## src/rtl/fire_cfg_pkg.sv

```systemverilog
// ---------------------------------------------------------------------------
// fire_cfg_pkg
// Shared definitions for the fire-module schedulers (squeeze, expand1x1,
// expand3x3): the per-fire layer geometry table, beat/pass widths, the
// scheduler FSM state type and the control beat carried down the MAC pipe.
// ---------------------------------------------------------------------------
package fire_cfg_pkg;

    localparam int unsigned CH_PER_BEAT   = 8;   // input channels per image word
    localparam int unsigned FILT_PER_PASS = 16;  // filters per weight fetch / output word
    localparam int unsigned CH_SHIFT      = $clog2(CH_PER_BEAT);
    localparam int unsigned FILT_SHIFT    = $clog2(FILT_PER_PASS);

    typedef int unsigned fire_tab_t [8];

    // Indexed by firesel.
    localparam fire_tab_t FIRE_IN_CH   = '{16, 128, 128, 256, 256, 384, 384, 512};
    localparam fire_tab_t FIRE_IN_SIZE = '{55, 55, 27, 27, 13, 13, 13, 13};
    localparam fire_tab_t FIRE_FILT    = '{64, 16, 32, 32, 48, 48, 64, 64};

    // Pixel counts folded to constants so no multiplier is needed at run time.
    localparam fire_tab_t FIRE_NPIX = '{
        FIRE_IN_SIZE[0] * FIRE_IN_SIZE[0], FIRE_IN_SIZE[1] * FIRE_IN_SIZE[1],
        FIRE_IN_SIZE[2] * FIRE_IN_SIZE[2], FIRE_IN_SIZE[3] * FIRE_IN_SIZE[3],
        FIRE_IN_SIZE[4] * FIRE_IN_SIZE[4], FIRE_IN_SIZE[5] * FIRE_IN_SIZE[5],
        FIRE_IN_SIZE[6] * FIRE_IN_SIZE[6], FIRE_IN_SIZE[7] * FIRE_IN_SIZE[7]
    };

    typedef enum logic [2:0] {
        ST_IDLE,
        ST_LOAD,
        ST_RUN,
        ST_DRAIN,
        ST_DONE
    } sched_state_e;

    // Loop bounds of one layer run.
    typedef struct packed {
        logic [7:0]  chcyc;    // channel beats per pixel
        logic [11:0] npix;     // output pixels per filter group
        logic [7:0]  filtcyc;  // filter groups
    } fire_geom_t;

    // One issued beat as seen by the MAC array.
    typedef struct packed {
        logic       valid;
        logic       clr;
        logic       last;
        logic [7:0] fg;
    } ctrl_beat_t;

    function automatic fire_geom_t fire_geom(input logic [2:0] sel);
        fire_geom_t g;
        g.chcyc   = 8'(FIRE_IN_CH[sel] >> CH_SHIFT);
        g.npix    = 12'(FIRE_NPIX[sel]);
        g.filtcyc = 8'(FIRE_FILT[sel] >> FILT_SHIFT);
        return g;
    endfunction

endpackage

```

## src/rtl/expand_ctrl_pipe.sv

```systemverilog
// ---------------------------------------------------------------------------
// expand_ctrl_pipe
// DEPTH-deep delay line for the MAC control beat, so valid/clr/last/filter
// group arrive together with the read data. The whole line freezes on stall.
//   clk, rst : clock, synchronous active-high reset
//   stall_i  : hold every stage
//   beat_i   : control beat issued this cycle
//   beat_o   : control beat reaching the MAC array
// ---------------------------------------------------------------------------
module expand_ctrl_pipe
    import fire_cfg_pkg::*;
#(
    parameter int unsigned DEPTH = 2
) (
    input  logic       clk,
    input  logic       rst,
    input  logic       stall_i,
    input  ctrl_beat_t beat_i,
    output ctrl_beat_t beat_o
);

    ctrl_beat_t stage_q [DEPTH];

    always_ff @(posedge clk) begin
        if (rst) begin
            // NOTE: every stage is cleared, not just valid, so an aborted run
            // leaves no stale flags or filter group behind.
            for (int i = 0; i < DEPTH; i++) begin
                stage_q[i] <= '0;
            end
        end else if (!stall_i) begin
            stage_q[0] <= beat_i;
            for (int i = 1; i < DEPTH; i++) begin
                stage_q[i] <= stage_q[i-1];
            end
        end
    end

    assign beat_o = stage_q[DEPTH-1];

endmodule

```

## src/rtl/expand1x1_sched.sv

```systemverilog
// ---------------------------------------------------------------------------
// expand1x1_sched
// Sequencer for the fire expand-1x1 datapath. Walks channel beats (inner),
// output pixels, then 16-filter groups (outer); issues image/weight word
// addresses one beat per unstalled cycle and delays MAC control by RD_LAT.
//   clk, rst        : clock, synchronous active-high reset
//   start, firesel  : launch a run with the given fire config (IDLE only)
//   stall           : back-pressure, freezes issue and control pipe
//   busy, done      : run in progress / one-cycle end pulse
//   imgaddr/wgtaddr : read addresses of the beat being issued
//   filtgrp, mac_en, mac_clr, mac_last : control aligned with read data
// Optional: define EXPAND_SCHED_PERF_EN to add perf_cycles / perf_stalls.
// ---------------------------------------------------------------------------
module expand1x1_sched
    import fire_cfg_pkg::*;
#(
    parameter int unsigned ADDR_W = 32,
    parameter int unsigned RD_LAT = 2
) (
    input  logic              clk,
    input  logic              rst,
    input  logic              start,
    input  logic [2:0]        firesel,
    input  logic              stall,
    output logic              busy,
    output logic              done,
    output logic [ADDR_W-1:0] imgaddr,
    output logic [ADDR_W-1:0] wgtaddr,
    output logic [7:0]        filtgrp,
    output logic              mac_en,
    output logic              mac_clr,
    output logic              mac_last
`ifdef EXPAND_SCHED_PERF_EN
    ,
    output logic [31:0]       perf_cycles,
    output logic [31:0]       perf_stalls
`endif
);

    sched_state_e      state_q, state_d;
    logic [2:0]        sel_q;
    fire_geom_t        geom_q;
    logic [7:0]        ch_q, ch_d, fg_q, fg_d;
    logic [11:0]       pix_q, pix_d;
    logic [ADDR_W-1:0] img_q, img_d, wgt_q, wgt_d;
    logic [ADDR_W-1:0] wbase_q, wbase_d;  // fg * chcyc
    logic [2:0]        drain_q, drain_d;
    logic              busy_q, done_q;

    logic accept, last_ch, last_pix, last_fg;

    assign accept   = (state_q == ST_IDLE) && start;
    assign last_ch  = (ch_q == geom_q.chcyc - 8'd1);
    assign last_pix = (pix_q == geom_q.npix - 12'd1);
    assign last_fg  = (fg_q == geom_q.filtcyc - 8'd1);

    always_comb begin
        // NOTE: defaults first, so paths that do not assign a signal hold it
        // rather than infer a latch.
        state_d = state_q;
        ch_d    = ch_q;
        pix_d   = pix_q;
        fg_d    = fg_q;
        img_d   = img_q;
        wgt_d   = wgt_q;
        wbase_d = wbase_q;
        drain_d = drain_q;
        unique case (state_q)
            ST_IDLE: if (start) state_d = ST_LOAD;
            ST_LOAD: begin
                state_d = ST_RUN;
                ch_d    = '0;
                pix_d   = '0;
                fg_d    = '0;
                img_d   = '0;
                wgt_d   = '0;
                wbase_d = '0;
                drain_d = '0;
            end
            ST_RUN: if (!stall) begin
                if (last_ch) begin
                    ch_d  = '0;
                    wgt_d = wbase_q;
                    if (last_pix) begin
                        // Next filter group: image walk restarts, weights move on.
                        pix_d   = '0;
                        img_d   = '0;
                        fg_d    = fg_q + 8'd1;
                        wbase_d = wbase_q + ADDR_W'(geom_q.chcyc);
                        wgt_d   = wbase_q + ADDR_W'(geom_q.chcyc);
                        if (last_fg) state_d = ST_DRAIN;
                    end else begin
                        pix_d = pix_q + 12'd1;
                        img_d = img_q + ADDR_W'(1);
                    end
                end else begin
                    ch_d  = ch_q + 8'd1;
                    img_d = img_q + ADDR_W'(1);
                    wgt_d = wgt_q + ADDR_W'(1);
                end
            end
            // Wait until the last issued beat has left the control pipe.
            ST_DRAIN: if (!stall) begin
                if (drain_q == 3'(RD_LAT - 1)) state_d = ST_DONE;
                else                          drain_d = drain_q + 3'd1;
            end
            ST_DONE: state_d = ST_IDLE;
            default: state_d = ST_IDLE;
        endcase
    end

    always_ff @(posedge clk) begin
        if (rst) begin
            state_q <= ST_IDLE;
            sel_q   <= '0;
            geom_q  <= '0;
            ch_q    <= '0;
            pix_q   <= '0;
            fg_q    <= '0;
            img_q   <= '0;
            wgt_q   <= '0;
            wbase_q <= '0;
            drain_q <= '0;
            busy_q  <= 1'b0;
            done_q  <= 1'b0;
        end else begin
            // NOTE: non-blocking throughout, so every register samples the
            // values from before this edge regardless of statement order.
            state_q <= state_d;
            ch_q    <= ch_d;
            pix_q   <= pix_d;
            fg_q    <= fg_d;
            img_q   <= img_d;
            wgt_q   <= wgt_d;
            wbase_q <= wbase_d;
            drain_q <= drain_d;
            // busy covers everything from LOAD up to and including the done pulse.
            busy_q  <= (state_d != ST_IDLE) || (state_q == ST_DONE);
            done_q  <= (state_q == ST_DONE);
            if (accept)              sel_q  <= firesel;
            if (state_q == ST_LOAD)  geom_q <= fire_geom(sel_q);
        end
    end

    ctrl_beat_t issue_beat, mac_beat;

    assign issue_beat.valid = (state_q == ST_RUN);
    assign issue_beat.clr   = (ch_q == 8'd0);
    assign issue_beat.last  = last_ch;
    assign issue_beat.fg    = fg_q;

    expand_ctrl_pipe #(
        .DEPTH (RD_LAT)
    ) u_pipe (
        .clk     (clk),
        .rst     (rst),
        .stall_i (stall),
        .beat_i  (issue_beat),
        .beat_o  (mac_beat)
    );

    assign busy     = busy_q;
    assign done     = done_q;
    assign imgaddr  = img_q;
    assign wgtaddr  = wgt_q;
    assign filtgrp  = mac_beat.fg;
    // The frozen beat is masked, not lost: it reappears once stall drops.
    assign mac_en   = mac_beat.valid & ~stall;
    assign mac_clr  = mac_beat.valid & mac_beat.clr & ~stall;
    assign mac_last = mac_beat.valid & mac_beat.last & ~stall;

`ifdef EXPAND_SCHED_PERF_EN
    logic [31:0] perf_cycles_q, perf_stalls_q;

    always_ff @(posedge clk) begin
        if (rst) begin
            perf_cycles_q <= '0;
            perf_stalls_q <= '0;
        end else if (accept) begin
            perf_cycles_q <= '0;
            perf_stalls_q <= '0;
        end else if (busy_q) begin
            perf_cycles_q <= perf_cycles_q + 32'd1;
            if (stall) perf_stalls_q <= perf_stalls_q + 32'd1;
        end
    end

    assign perf_cycles = perf_cycles_q;
    assign perf_stalls = perf_stalls_q;
`endif

endmodule

```

## config.mk

```make
export PLATFORM = sky130hd
export DESIGN_NAME = expand1x1_sched
export DESIGN_NICKNAME = d
export VERILOG_FILES = /design/src/rtl/fire_cfg_pkg.sv /design/src/rtl/expand_ctrl_pipe.sv /design/src/rtl/expand1x1_sched.sv
export SDC_FILE = /design/constraint.sdc
export NUM_CORES = 1
export LEC_CHECK = 0
export CAP_MARGIN = 20
export CORE_MARGIN = 3
export CORE_UTILIZATION = 41
export CTS_BUF_LIST = sky130_fd_sc_hd__clkbuf_4 sky130_fd_sc_hd__clkbuf_8
export DETAILED_ROUTE_END_ITERATION = 7
export MAX_ROUTING_LAYER = met4
export PLACE_DENSITY = 0.75
export SETUP_SLACK_MARGIN = 0.5
export SYNTH_ARGS = -nofsm -noshare
export SYNTH_HDL_FRONTEND = slang
export SYNTH_SLANG_ARGS = --single-unit
export TNS_END_PERCENT = 20
```

## constraint.sdc

```tcl
create_clock -name clk -period 2.7 [get_ports clk]
set_input_delay 0.81 -clock clk [delete_from_list [all_inputs] [get_ports clk]]
set_output_delay 0.81 -clock clk [all_outputs]
set_load 0.05 [all_outputs]
```

==> reports/qor.yml, run 1 <==
run_status:
  status: "finished, final reports clean"
pwr:
  p_sw_share_pct: 28.9
  power.switching_mw: 1.43
  pwr-share-seq_pct: 52.7
  leakage_nw: 4.51
  pwr-share-comb_pct: 14.1
  p_int_mw: 3.52
  clock_power_share_pct: 33.2
  finalPower_mw: 4.95
  irDropWorstVdd_mv: 0.306
  p_per_area_nw_per_um2: 408
finish:
  stdcell_count: 1552
  layout_commonest_cell: "dfxtp_1"
  diodes: 0
  nets: 1294
  final_cell_mix: "141 x dfxtp_1, 102 x nor2_1, 97 x nand2_1"
  drive_gt1_share_pct: 20.7
  fillerInstances: 1774
  multi_input_area_um2: 5420
  area_delta_synth_final_pct: 35.4
  regArea_um2: 3600
clock_network:
  htreeDepth: 4
  cts.reportedPaths.clkPinSlew_ns: 0.09
  cts_tree: "done"
  cts_root_buffer: "clkbuf_8"
  clock_sinks: 168
  worstSkewPairLatency_ns: 0.47
  ctsHoldBuffers: 0
  clockBufferDepth: 2
  cts_made_buffers: 17
logic_synthesis:
  yosysTopAreaCell: "dfxtp_1"
  async_reset_ff_share_pct: 0
  yosys_warnings: 0
  yosys_register_bits: 168
  syn-num-nets: 1115
  ys.flop_type: "dfxtp_1"
  synth-edff-count: 22
  seq_area_frac_synth_pct: 39.9
  yosys.area.top_type_share_pct: 32.6
  postSynthCellCount: 1085
  synth_area_leaders: "dfxtp_1 33%, edfxtp_1 7.4%, xor2_1 5.1%"
  post_synth.cell_area_avg_um2: 8.27
  yosysUniqueCellTypes: 69
  mappedNetlistArea_um2: 8980
placed_design:
  place_inst: 1483
  hpwl_um: 17100
  port_buffers: 83
  gp_congestion: 0.899
die:
  fp.dieW_um: 154
  dieArea_um2: 23700
  core-area_um2: 21300
  die_h_um: 154
  top_level_ports: 84
  num_rows: 53
  start_util_pct: 42.2
sta:
  drv_slew: 0
  rsz0062_at_grt: "true"
  tightest_slew_ns: 0.649
  fmax_mhz: 382
  final.period_utilization_pct: 96.9
  finalHoldViolations: 0
  final.setup.tns_ns: 0
  min_period_ns: 2.62
  skew_ns: 0.0159
  setup_viol: 0
  relSlewSlack_pct: 56.3
worst_setup_path:
  crit_required_ns: 3.07
  reg2reg_slack_ns: 0.08
  cp_cell_sequence: "or4b_4 > a21oi_1 > nand3b_1 > nor4_4 > buf_4 > buf_12 > nand4b_1 > or3_1 > o21ai_0"
  cp_slowest_cell: "or4b_4"
  path_max_fanout: 5
  rr_startpoint: "pix_q[1]"
  start_kind: "flop"
  arrival_ns: 2.98
  ff2ff_path_depth: 9
  worst_r2r_endpoint: "wbase_q[29]"
  max_stage_delay_ns: 0.52
  path_class: "reg -> reg"
  endpoint_kind: "flop"
global_routing:
  antenna_found_initial: 0
  grt_pass1_vias: 8149
  track_usage_pct: 20.8
  grt_pass1_wl_um: 39900
  grt_max_degree: 59
  overflow: 0
worst_hold_path:
  hold-path-cell-count: 2
  holdPathEnd: "drain_q[1]"
  min_path_type: "reg -> reg"
  min-delay-start: "drain_q[1]"
route:
  ant_nets: 0
  wl_per_cell_um: 17.0
  vias_per_cell: 5.68
  first_pass_iters: 5
  totalWireLength_um: 26400
  drt_iter0_drc: 768
  route.detailed.drc: 0
  routed-via-count: 8809
job:
  drv_cap: 0
kinds of logic (layout without fill, tap and decap cells):
group	Yosys count	count (layout)	share of synthesized area [%]
AND/OR/NAND/NOR	458	458	26.3
AO/OA/AOI/OAI	227	227	15.5
flip-flops	168	168	39.9
buffers and inverters	105	297	4.86
XOR/XNOR	97	97	9.46
adder cells (fa/ha/maj)	23	23	3.21
multiplexers	7	7	0.822
Yosys cell counts (3+ instances only):
library cell / count
xnor2_1: 45
buf_4: 9
o311ai_0: 3
mux2i_1: 4
or3_1: 16
o21a_1: 3
a211oi_1: 13
nand2_1: 102
nand2b_1: 4
o22ai_1: 12
edfxtp_1: 22
o31ai_1: 8
or4_1: 9
and4_1: 9
clkbuf_1: 43
ha_1: 23
nor4_1: 10
o21bai_1: 5
or2_2: 5
a21o_1: 4
xor2_1: 52
nor4b_1: 3
and2_1: 30
mux2_2: 3
nand3_1: 43
nor3b_1: 3
nor3_1: 35
a22oi_1: 12
nand4_1: 31
a21oi_1: 72
inv_1: 43
buf_2: 7
nand4b_1: 8
nor2_1: 107
dfxtp_1: 146
a31oi_1: 7
and3_1: 29
o21ai_0: 61
nor2b_1: 4
state kept, by name (all words and copies together) (netlist names):
register,flops
u_pipe.stage_q,22
geom_q,12
ch_q,8
fg_q,8
wgtaddr,32
wbase_q,31
imgaddr,32
pix_q,12
done,1
drain_q,3
state_q,3
sel_q,3
busy,1
metal layers:
layer / track usage, % / share of wire, % / vias to the layer above / wire [µm]
met5: - / 0 / - / 0
met4: 6.10 / 2.6 / 0 / 681
li1: - / - / 4224 / -
met2: 32.7 / 46 / 358 / 12300
met3: 3.72 / 7.3 / 66 / 1930
met1: 27.5 / 44 / 4161 / 11500
power groups by stage:
stage / sequential (mW) / combinational (mW) / clock [mW]
after floorplan: 2.68 / 0.357 / 0
after global routing: 2.62 / 0.744 / 1.77
final: 2.61 / 0.698 / 1.65
after CTS: 2.61 / 0.615 / 1.67
after detailed placement: 2.67 / 0.579 / 0
after global placement: 2.66 / 0.568 / 0
layout make-up:
class,instances,share of cell area [%]
Clock buffer,18,1.99
Clock inverter,14,0.824
Inverter,44,1.40
Multi-Input combinational cell,812,44.6
Sequential cell,168,29.6
Tap cell,275,2.83
Timing Repair Buffer,221,18.8
critical path, delay by kind of cell (launching register included):
kind	cells	cell delay, ns
AO/OA/AOI/OAI	2	0.28
buffers and inverters	2	0.34
flip-flops	1	0.36
AND/OR/NAND/NOR	5	1.54
repair_timing:
action                     CTS  global route
gates cloned                 2             6
setup endpoints to repair  200           201
gates resized for setup     52            75
buffers inserted            18            11
pin swaps                   18            36
worst max-delay path by stage:
stage                     startpoint           to  slack, ns  cells after the start
after floorplan           geom_q[21]      fg_q[3]       0.16                     10
after global placement         stall   wgtaddr[2]      -0.09                      7
after detailed placement       stall  imgaddr[22]      -0.11                      8
after CTS                 geom_q[15]   wgtaddr[1]       0.11                     12
after global routing        pix_q[1]  wbase_q[29]      -0.02                      9
final                       pix_q[1]  wbase_q[29]       0.08                      9
through the flow:
step           worst slack [ns]  utilization [%]  instance area (µm²)  hold slack, ns
2_1_floorplan             0.158                -                 9110           0.449
3_3_place_gp            -0.0856             51.2                10900           0.462
3_5_place_dp             -0.115             51.2                10900           0.470
4_1_cts                   0.109             54.2                11500           0.483
5_1_grt                 -0.0161             57.1                12200           0.518
6_report                 0.0848             57.1                12200           0.484
(Power assumes the default switching activity.)
==> run 2, diff against run 1 <==
HOLD_SLACK_MARGIN = 0.02   (was not set)
==> results of run 2 <==
The final DEF is identical to that of run 1; final timing and power are the same.
==> run 3, diff against run 2 <==
SETUP_SLACK_MARGIN = 0.4   (was 0.5)
==> reports/qor.yml, run 3 (synthesis results as in run 1) <==
die:
  num_rows: 53
  dieArea_um2: 23700
  die_h_um: 154
  top_level_ports: 84
  core-area_um2: 21300
  fp.dieW_um: 154
  start_util_pct: 42.2
clock_network:
  clockBufferDepth: 2
  cts_tree: "done"
  cts_made_buffers: 17
  clock_sinks: 168
  ctsHoldBuffers: 0
  cts_root_buffer: "clkbuf_8"
  worstSkewPairLatency_ns: 0.48
  cts.reportedPaths.clkPinSlew_ns: 0.11
  htreeDepth: 4
placed_design:
  hpwl_um: 17100
  gp_congestion: 0.922
  detailedPlace.worstSlack_ns: -0.119
  port_buffers: 83
  placedInstanceArea_um2: 10700
finish:
  diodes: 0
  drive_gt1_share_pct: 21.3
  area_delta_synth_final_pct: 35.6
  nets: 1278
  final_cell_mix: "141 x dfxtp_1, 98 x nand2_1, 93 x buf_4"
  finish.utilization_pct: 57.2
  final_area_um2: 12200
  layout_commonest_cell: "dfxtp_1"
sta:
  rsz0062_at_grt: "true"
  setup_viol: 0
  relSlewSlack_pct: 59.2
  min_period_ns: 2.67
  final.period_utilization_pct: 98.8
  tightest_slew_ns: 0.605
  skew_ns: 0.0245
  finalHoldViolations: 0
  fmax_mhz: 375
  drv_slew: 0
  layout_setup_ws_ns: 0.0311
global_routing:
  antenna_found_initial: 0
  overflow: 0
  grt_max_degree: 31
  track_usage_pct: 21.4
  grt_pass1_vias: 8067
  grt_pass1_wl_um: 40800
job:
  drv_cap: 0
worst_setup_path:
  cp_num_buf_inv: 4
  cp_cell_sequence: "or4b_1 > a21oi_1 > nand3b_1 > nor4_4 > buf_6 > buf_12 > buf_4 > nand4_1 > buf_4 > xnor2_4 > a211oi_2"
  cp_slowest_cell: "or4b_1"
  reg2reg_slack_ns: 0.03
  arrival_ns: 3.07
  worst_r2r_endpoint: "wgtaddr[27]"
  path_delay_family: "simple AND/OR/NAND/NOR gates"
  rr_startpoint: "pix_q[0]"
  path_max_fanout: 6
  cp_common_cell: "buf_4"
  start_kind: "flop"
  cp.depth: 11
  max_stage_delay_ns: 0.56
  crit_required_ns: 3.10
  endpoint_kind: "flop"
  path_class: "reg -> reg"
  ff2ff_path_depth: 11
run_status:
  status: "finished, final reports clean"
worst_hold_path:
  min-delay-start: "geom_q[1]"
  min_path_type: "reg -> reg"
  hold-path-cell-count: 2
  holdPathEnd: "geom_q[1]"
route:
  vias_per_cell: 5.72
  routed-via-count: 8793
  ant_nets: 0
  route.detailed.drc: 0
  totalWireLength_um: 26500
  drt_iter0_drc: 797
  wl_per_cell_um: 17.2
  first_pass_iters: 5
pwr:
  p_per_area_nw_per_um2: 420
  leakage_nw: 4.84
  irDropWorstVdd_mv: 0.340
==> run 3: changes by cell type in the layout (fill, tap and decap cells not counted), moves of 9 or more <==
cell,previous run,this run
nor2_1,102,88
o21ai_1,6,22
nor2_4,3,15
clkdlybuf4s50_1,67,47
o21ai_0,53,37
dlymetal6s2s_1,0,24
buf_12,20,9
dlygate4sd2_1,11,2
==> run 3: power by group <==
part	internal (mW)	total, mW	switching, mW
Clock	0.708	1.84	1.13
Combinational	0.280	0.661	0.381
Sequential	2.57	2.61	0.0388
==> run 3: cell type report <==
type                            count  area, µm²
Tap cell                          275        344
Timing Repair Buffer              204       2110
Inverter                           44        168
Fill cell                        1754       9110
Clock inverter                     15        175
Multi-Input combinational cell    813       5540
Sequential cell                   168       3600
Clock buffer                       17        234
==> run 3: worst max path at each step <==
| stage | from | endpoint | slack, ns |
|---|---|---|---|
| global placement | stall | wgtaddr[2] | -0.11 |
| floorplan | geom_q[21] | fg_q[3] | 0.16 |
| global route | geom_q[11] | wgtaddr[27] | -0.1 |
| detailed placement | stall | wgtaddr[2] | -0.12 |
| finish | pix_q[0] | wgtaddr[27] | 0.03 |
| CTS | geom_q[15] | wbase_q[25] | 0.08 |
==> run 3: metrics by stage <==
step	instances	setup TNS, ns	total power, mW	hold WS, ns
2_1_floorplan	1085	0	3.03	0.449
3_3_place_gp	1472	-0.473	3.20	0.461
3_5_place_dp	1472	-2.29	3.21	0.468
4_1_cts	1520	0	5.06	0.483
5_1_grt	1536	-0.754	5.30	0.514
6_report	1536	0	5.11	0.487
==> run 3: routing by layer <==
metal | share of wire, % | vias up | wire length [µm] | track usage, %
met5 | 0 | - | 0 | -
met4 | 1.8 | 0 | 470 | 6.60
met3 | 8.8 | 51 | 2330 | 5.07
met2 | 47 | 431 | 12300 | 32.3
met1 | 43 | 4135 | 11400 | 28.5
li1 | - | 4176 | - | -
==> run 3: worst reg2reg max path: stages (launching register included) <==
cell	delay [ns]
dfxtp_1	0.34
or4b_1	0.56
a21oi_1	0.18
nand3b_1	0.13
nor4_4	0.28
buf_6	0.17
buf_12	0.13
buf_4	0.11
nand4_1	0.11
buf_4	0.21
xnor2_4	0.15
a211oi_2	0.21
==> run 3: repair_timing <==
item                                    CTS  global route
buffers inserted                         11            11
pin swaps                                16            62
gates resized for setup                  49           136
endpoints found under the setup margin  193           194
gates cloned                              5             4
